$ cat src/rtl/ssp_rx_ctrl.sv
// ssp_rx_ctrl
// ------------------------------------------------------------------------
// Receive-side sequencer for the SSP block. It samples the serial frame
// interface (sspclkin, sspfssin, ssprxd) in the pclk domain and assembles
// each DATA_W-bit frame MSB-first. It pushes the completed word into RxFIFO,
// refuses to write when the FIFO is full, flags receive overrun, and drives
// the receive interrupt from the FIFO empty flag.
//
// Build option:
//   SSP_RX_SYNC_EN : each serial input passes through a two-flop
//                    synchronizer before the edge-detect stage. This adds
//                    two pclk cycles of latency. When the macro is
//                    undefined, the inputs feed the edge-detect stage
//                    directly.
//
// Ports:
//   pclk        system clock, rising edge
//   clr_b       asynchronous active-low reset
//   sspclkin    serial bit clock (<= pclk/4), sampled as data
//   sspfssin    frame sync, high for one serial period before the MSB
//   ssprxd      serial receive data
//   fifo_full   RxFIFO full flag
//   fifo_empty  RxFIFO empty flag
//   ovr_clr     one-cycle pulse that clears rx_overrun
//   rx_push     one-cycle write strobe to RxFIFO
//   rx_data     assembled frame, valid while rx_push is high
//   rx_overrun  sticky: a frame was dropped because the FIFO was full
//   ssprxintr   receive interrupt, registered ~fifo_empty
//   busy        FSM is not in IDLE
//   state_dbg   current FSM state encoding (IDLE=0, SHIFT=1, PUSH=2)
//
// Handshake: rx_push is a write strobe with no ready. fifo_full acts as
// not-ready. rx_push is high only in the PUSH cycle, and only when
// fifo_full is low in that same cycle. A word offered while the FIFO is
// full is dropped and counted as an overrun. It is never retried.
// ------------------------------------------------------------------------
module ssp_rx_ctrl #(
    parameter int DATA_W = 8
) (
    input  logic              pclk,
    input  logic              clr_b,
    input  logic              sspclkin,
    input  logic              sspfssin,
    input  logic              ssprxd,
    input  logic              fifo_full,
    input  logic              fifo_empty,
    input  logic              ovr_clr,
    output logic              rx_push,
    output logic [DATA_W-1:0] rx_data,
    output logic              rx_overrun,
    output logic              ssprxintr,
    output logic              busy,
    output logic [1:0]        state_dbg
);

    localparam int CNT_W = (DATA_W > 2) ? $clog2(DATA_W) : 1;
    localparam logic [CNT_W-1:0] LAST_BIT = CNT_W'(DATA_W - 1);

    typedef enum logic [1:0] {
        IDLE  = 2'd0,
        SHIFT = 2'd1,
        PUSH  = 2'd2
    } state_t;

    // ---------------------------------------------------------------
    // Input stage: {clk, fss, rxd} travel together so they stay aligned.
    // ---------------------------------------------------------------
    logic [2:0] in_raw;

`ifdef SSP_RX_SYNC_EN
    logic [2:0] sync1;
    logic [2:0] sync2;

    always_ff @(posedge pclk or negedge clr_b) begin
        if (!clr_b) begin
            sync1 <= '0;
            sync2 <= '0;
        end else begin
            sync1 <= {sspclkin, sspfssin, ssprxd};
            sync2 <= sync1;
        end
    end

    assign in_raw = sync2;
`else
    assign in_raw = {sspclkin, sspfssin, ssprxd};
`endif

    logic [2:0] in_q;
    logic       clk_prev;

    always_ff @(posedge pclk or negedge clr_b) begin
        if (!clr_b) begin
            in_q     <= '0;
            clk_prev <= 1'b0;
        end else begin
            in_q     <= in_raw;
            clk_prev <= in_q[2];
        end
    end

    logic fe;
    logic fss_s;
    logic rxd_s;

    assign fe    = clk_prev & ~in_q[2];
    assign fss_s = in_q[1];
    assign rxd_s = in_q[0];

    // ---------------------------------------------------------------
    // Frame FSM
    // ---------------------------------------------------------------
    state_t            state, state_n;
    logic [CNT_W-1:0]  cnt, cnt_n;
    logic [DATA_W-1:0] shreg, shreg_n;
    logic              pending, pending_n;

    always_ff @(posedge pclk or negedge clr_b) begin
        if (!clr_b) begin
            state   <= IDLE;
            cnt     <= '0;
            shreg   <= '0;
            pending <= 1'b0;
        end else begin
            state   <= state_n;
            cnt     <= cnt_n;
            shreg   <= shreg_n;
            pending <= pending_n;
        end
    end

    always_comb begin
        state_n   = state;
        cnt_n     = cnt;
        shreg_n   = shreg;
        pending_n = pending;
        case (state)
            IDLE: begin
                if (fe && fss_s) begin
                    state_n   = SHIFT;
                    cnt_n     = '0;
                    pending_n = 1'b0;
                end
            end
            SHIFT: begin
                if (fe) begin
                    if (cnt == LAST_BIT) begin
                        shreg_n = {shreg[DATA_W-2:0], rxd_s};
                        state_n = PUSH;
                        // fss on the LSB edge announces an immediately
                        // following frame.
                        pending_n = fss_s;
                    end else if (fss_s) begin
                        // Sync seen mid-frame: drop the partial word and
                        // restart counting from the next edge.
                        cnt_n   = '0;
                        shreg_n = '0;
                    end else begin
                        shreg_n = {shreg[DATA_W-2:0], rxd_s};
                        cnt_n   = cnt + CNT_W'(1);
                    end
                end
            end
            PUSH: begin
                state_n   = pending ? SHIFT : IDLE;
                cnt_n     = '0;
                pending_n = 1'b0;
            end
            default: begin
                state_n   = IDLE;
                cnt_n     = '0;
                pending_n = 1'b0;
            end
        endcase
    end

    // ---------------------------------------------------------------
    // Outputs
    // ---------------------------------------------------------------
    logic in_push;
    logic drop;
    logic ovr_q;
    logic intr_q;

    assign in_push = (state == PUSH);
    assign drop    = in_push & fifo_full;

    // A new drop wins over a simultaneous clear.
    always_ff @(posedge pclk or negedge clr_b) begin
        if (!clr_b) begin
            ovr_q  <= 1'b0;
            intr_q <= 1'b0;
        end else begin
            if (drop) begin
                ovr_q <= 1'b1;
            end else if (ovr_clr) begin
                ovr_q <= 1'b0;
            end
            intr_q <= ~fifo_empty;
        end
    end

    assign rx_push    = in_push & ~fifo_full;
    assign rx_data    = shreg;
    // The drop term makes the flag visible in the cycle the push would
    // have occurred. The flop then holds it.
    assign rx_overrun = ovr_q | drop;
    assign ssprxintr  = intr_q;
    assign busy       = (state != IDLE);
    assign state_dbg  = state;

endmodule
$ cat config.mk
export PLATFORM = sky130hd
export DESIGN_NAME = ssp_rx_ctrl
export DESIGN_NICKNAME = d
export VERILOG_FILES = /design/src/rtl/ssp_rx_ctrl.sv
export SDC_FILE = /design/constraint.sdc
export NUM_CORES = 1
export LEC_CHECK = 0
export BUFFER_PORTS_ARGS = -buffer_cell sky130_fd_sc_hd__buf_2
export CORE_MARGIN = 2
export CORE_UTILIZATION = 45
export DETAILED_ROUTE_END_ITERATION = 6
export GPL_TIMING_DRIVEN = 1
export PLACE_DENSITY = 0.73
export SYNTH_ARGS = -nofsm -noshare
export SYNTH_HDL_FRONTEND = slang
export SYNTH_SLANG_ARGS = --single-unit
$ cat constraint.sdc
create_clock -name pclk -period 2.2 [get_ports pclk]
set_input_delay 0.66 -clock pclk [delete_from_list [all_inputs] [get_ports pclk]]
set_output_delay 0.66 -clock pclk [all_outputs]
set_load 0.02 [all_outputs]
==> impl_metrics.py <==
metrics = {
    "worst_setup_path": {
        "cpPeakStageDelay_ns": 0.50,
        "criticalPathCategory": "reg -> out",
        "crit_top_cell": "nand2_1",
        "crit_path_end_kind": "output port",
        "start_kind": "register",
        "critPathRequiredTime_ns": 1.54,
        "worstSetupPathDepth": 4,
        "slowest_stage": "dfrtp_2",
        "critical_path_arrival_ns": 1.32,
        "crit_family": "flip-flops",
        "critPathBufInv": 1,
        "crit_chain": "and2b_2, nand2_1, nand2_1, buf_2",
        "cp_max_fo": 13,
        "r2r_cells": 5,
    },
    "sta": {
        "fin_skew_ns": 0.002798,
        "worst_slew_pin_slew_ns": 0.4355,
        "slew_headroom": 0.7096,
        "finalCritPeriodShare": 0.9015,
        "max_freq_mhz": 504.2,
        "slew_violations": 0,
        "rsz0062_at_grt": "no",
        "hold_viol_final": 0,
        "setup_ws_ns": 0.2166,
        "fin_tns_setup_ns": 0,
        "min_period_ns": 1.983,
        "setup_viol": 0,
    },
    "synthesis": {
        "syn_nets": 96,
        "yosys_warnings": 0,
        "synth_area_per_cell_um2": 10.48,
        "syn_area_um2": 900.9,
        "synth_edf_count": 0,
        "netlist_instances": 86,
        "seq_area_frac_synth": 0.5556,
        "ys_async_sr_fraction": 1.000,
        "synthFlopType": "dfrtp_1",
        "ys_ff_latch": 20,
        "yosysUniqueCellTypes": 28,
    },
    "layout": {
        "finalNonFillerCells": 132,
        "n_fill_cell": 185,
        "nNetsFinal": 117,
        "drive_above_1_share": 0.2952,
        "fin_area_um2": 1035,
        "diodes": 0,
        "area_growth_pct": 14.86,
    },
    "run": {
        "maxCapViolations": 0,
    },
    "global_route": {
        "grt_pass1_vias": 603,
        "grt_util_all_layers": 0.1425,
        "gr-total-overflow": 0,
        "antenna_found_initial": 0,
        "grt_pass1_wl_um": 2670,
        "grt_start_max_net_pins": 21,
    },
    "placed_design": {
        "gp_congestion": 0.7504,
        "dpl.cell_count": 129,
        "hpwl_um": 1109,
        "dpl_cell_area_um2": 1011,
        "place_ws_ns": 0.4371,
        "io_buffers": 21,
    },
    "power": {
        "p_sw_w": 0.0002530,
        "vdd_drop_max_uv": 384.8,
        "sequentialPowerShare": 0.578,
        "power.internal_w": 0.0005563,
        "power_leakage_nw": 0.5491,
        "power_density_nw_per_um2": 782.2,
        "power_frac_comb": 0.220,
        "pwr-share-clk": 0.202,
        "swShare": 0.3126,
    },
    "route": {
        "drtIter0Drc": 8,
        "vias": 646,
        "routed_via_density": 4.894,
        "wl_per_cell_um": 11.57,
        "drt_first_pass_iters": 4,
        "ant_nets": 0,
        "drc": 0,
        "wl_um": 1527,
    },
    "cts": {
        "hold_buffers": 0,
        "cts_tree": "yes",
        "cts_sinks": 20,
        "cts_buffers": 3,
        "clock_latency_ns": 0.29,
        "cts-root-buf": "clkbuf_4",
        "clk_path_buf_depth": 2,
        "htree_levels": 1,
        "clkSlewWorstSetupHoldPaths_ns": 0.10,
    },
    "floorplanning": {
        "die_w_um": 48.74,
        "die_y_um": 48.74,
        "start_util": 0.4688,
        "pin_count": 22,
        "fp.coreArea_um2": 1922,
        "num_rows": 16,
        "die_area_um2": 2376,
    },
    "outcome": {
        "outcome": "complete, no violations",
    },
    "hold_path": {
        "min_path_type": "in -> async",
    },
}
-- power groups by stage --
stage | clock, W | combinational [W] | sequential, W
2_1_floorplan | 0 | 0.000126 | 0.000477
3_3_place_gp | 0 | 0.000177 | 0.000469
3_5_place_dp | 0 | 0.000181 | 0.000473
4_1_cts | 0.000173 | 0.000181 | 0.000466
5_1_grt | 0.000190 | 0.000201 | 0.000478
6_report | 0.000163 | 0.000178 | 0.000468
-- cell usage after synthesis (all sizes together) (3+ instances only) --
cell | number | area share
a21oi | 3 | 0.017
nand3 | 8 | 0.044
nand2 | 19 | 0.079
buf | 3 | 0.022
dfrtp | 20 | 0.56
nand2b | 4 | 0.028
nand3b | 3 | 0.025
-- final timing paths --
path                                    from      endpoint  slack, ns
max in group asynchronous              clr_b  state_dbg[0]       1.58
worst max-delay path            state_dbg[0]    rx_overrun       0.22
worst min register to register       in_q[2]      clk_prev       0.45
worst min-delay path                   clr_b        cnt[0]       0.29
min in group pclk                    in_q[2]      clk_prev       0.45
worst max register to register        cnt[0]        cnt[2]       0.43
-- through the flow --
stage               hold slack (ns)    util  total power (W)
floorplan                    0.3644       -        0.0006031
global placement             0.4261  0.5260        0.0006457
detailed placement           0.4299  0.5260        0.0006547
CTS                          0.3088  0.5378        0.0008209
global route                 0.3203  0.5384        0.0008687
finish                       0.2950  0.5384        0.0008094
-- cell type report --
type                       instances  area (um2)  share of cell area
inverter                           2       7.507            0.007255
tap                               27       33.78             0.03265
clock buffer                       3       22.52             0.02177
timing repair buffer              21       105.1              0.1016
sequential                        20       501.7              0.4849
multi-input combinational         59       364.1              0.3519
-- layer usage --
metal,track usage,share of wire
met3,0.03086,0.052
met2,0.2215,0.43
met1,0.2008,0.51
met4,0.04286,0.0052
met5,0,0
-- registers in the layout (all words and copies together), names as in the netlist --
| signal | flops |
|---|---|
| in_q | 3 |
| ssprxintr | 1 |
| pending | 1 |
| cnt | 3 |
| rx_data | 8 |
| ovr_q | 1 |
| clk_prev | 1 |
| state_dbg | 2 |
-- placed cells by master (no fill, tap or decap) --
cell	n
and4bb_2	2
clkbuf_4	3
ha_1	2
and2b_2	1
nand4bb_1	1
buf_2	21
mux2i_1	2
a21oi_1	3
nor2_4	1
nand3_1	8
and2_2	1
nand3b_1	3
or4b_1	1
a211oi_1	1
o21ai_0	2
nand2_1	19
and2_1	1
o31ai_1	2
nand2b_1	4
dfrtp_2	1
inv_1	2
or4_1	2
or2_2	1
nor2b_1	1
dfrtp_1	19
nor3_1	1
-- timing repair --
item                                    4_1_cts  5_1_grt
buffers inserted                              0        0
hold endpoints to repair                      0        0
gates resized for setup                       0        1
endpoints found under the setup margin        0        1
-- kinds of logic (layout without fill, tap and decap cells) --
group / after synthesis / after routing / synth area share
AOI/OAI and AO/OA: 8 / 8 / 0.05277
DFF: 20 / 20 / 0.5556
buffers and inverters: 7 / 26 / 0.04026
and+or+nand+nor: 47 / 47 / 0.3014
adders and majority gates: 2 / 2 / 0.02777
muxes: 2 / 2 / 0.02222
Power figures use the tool's default switching activity.
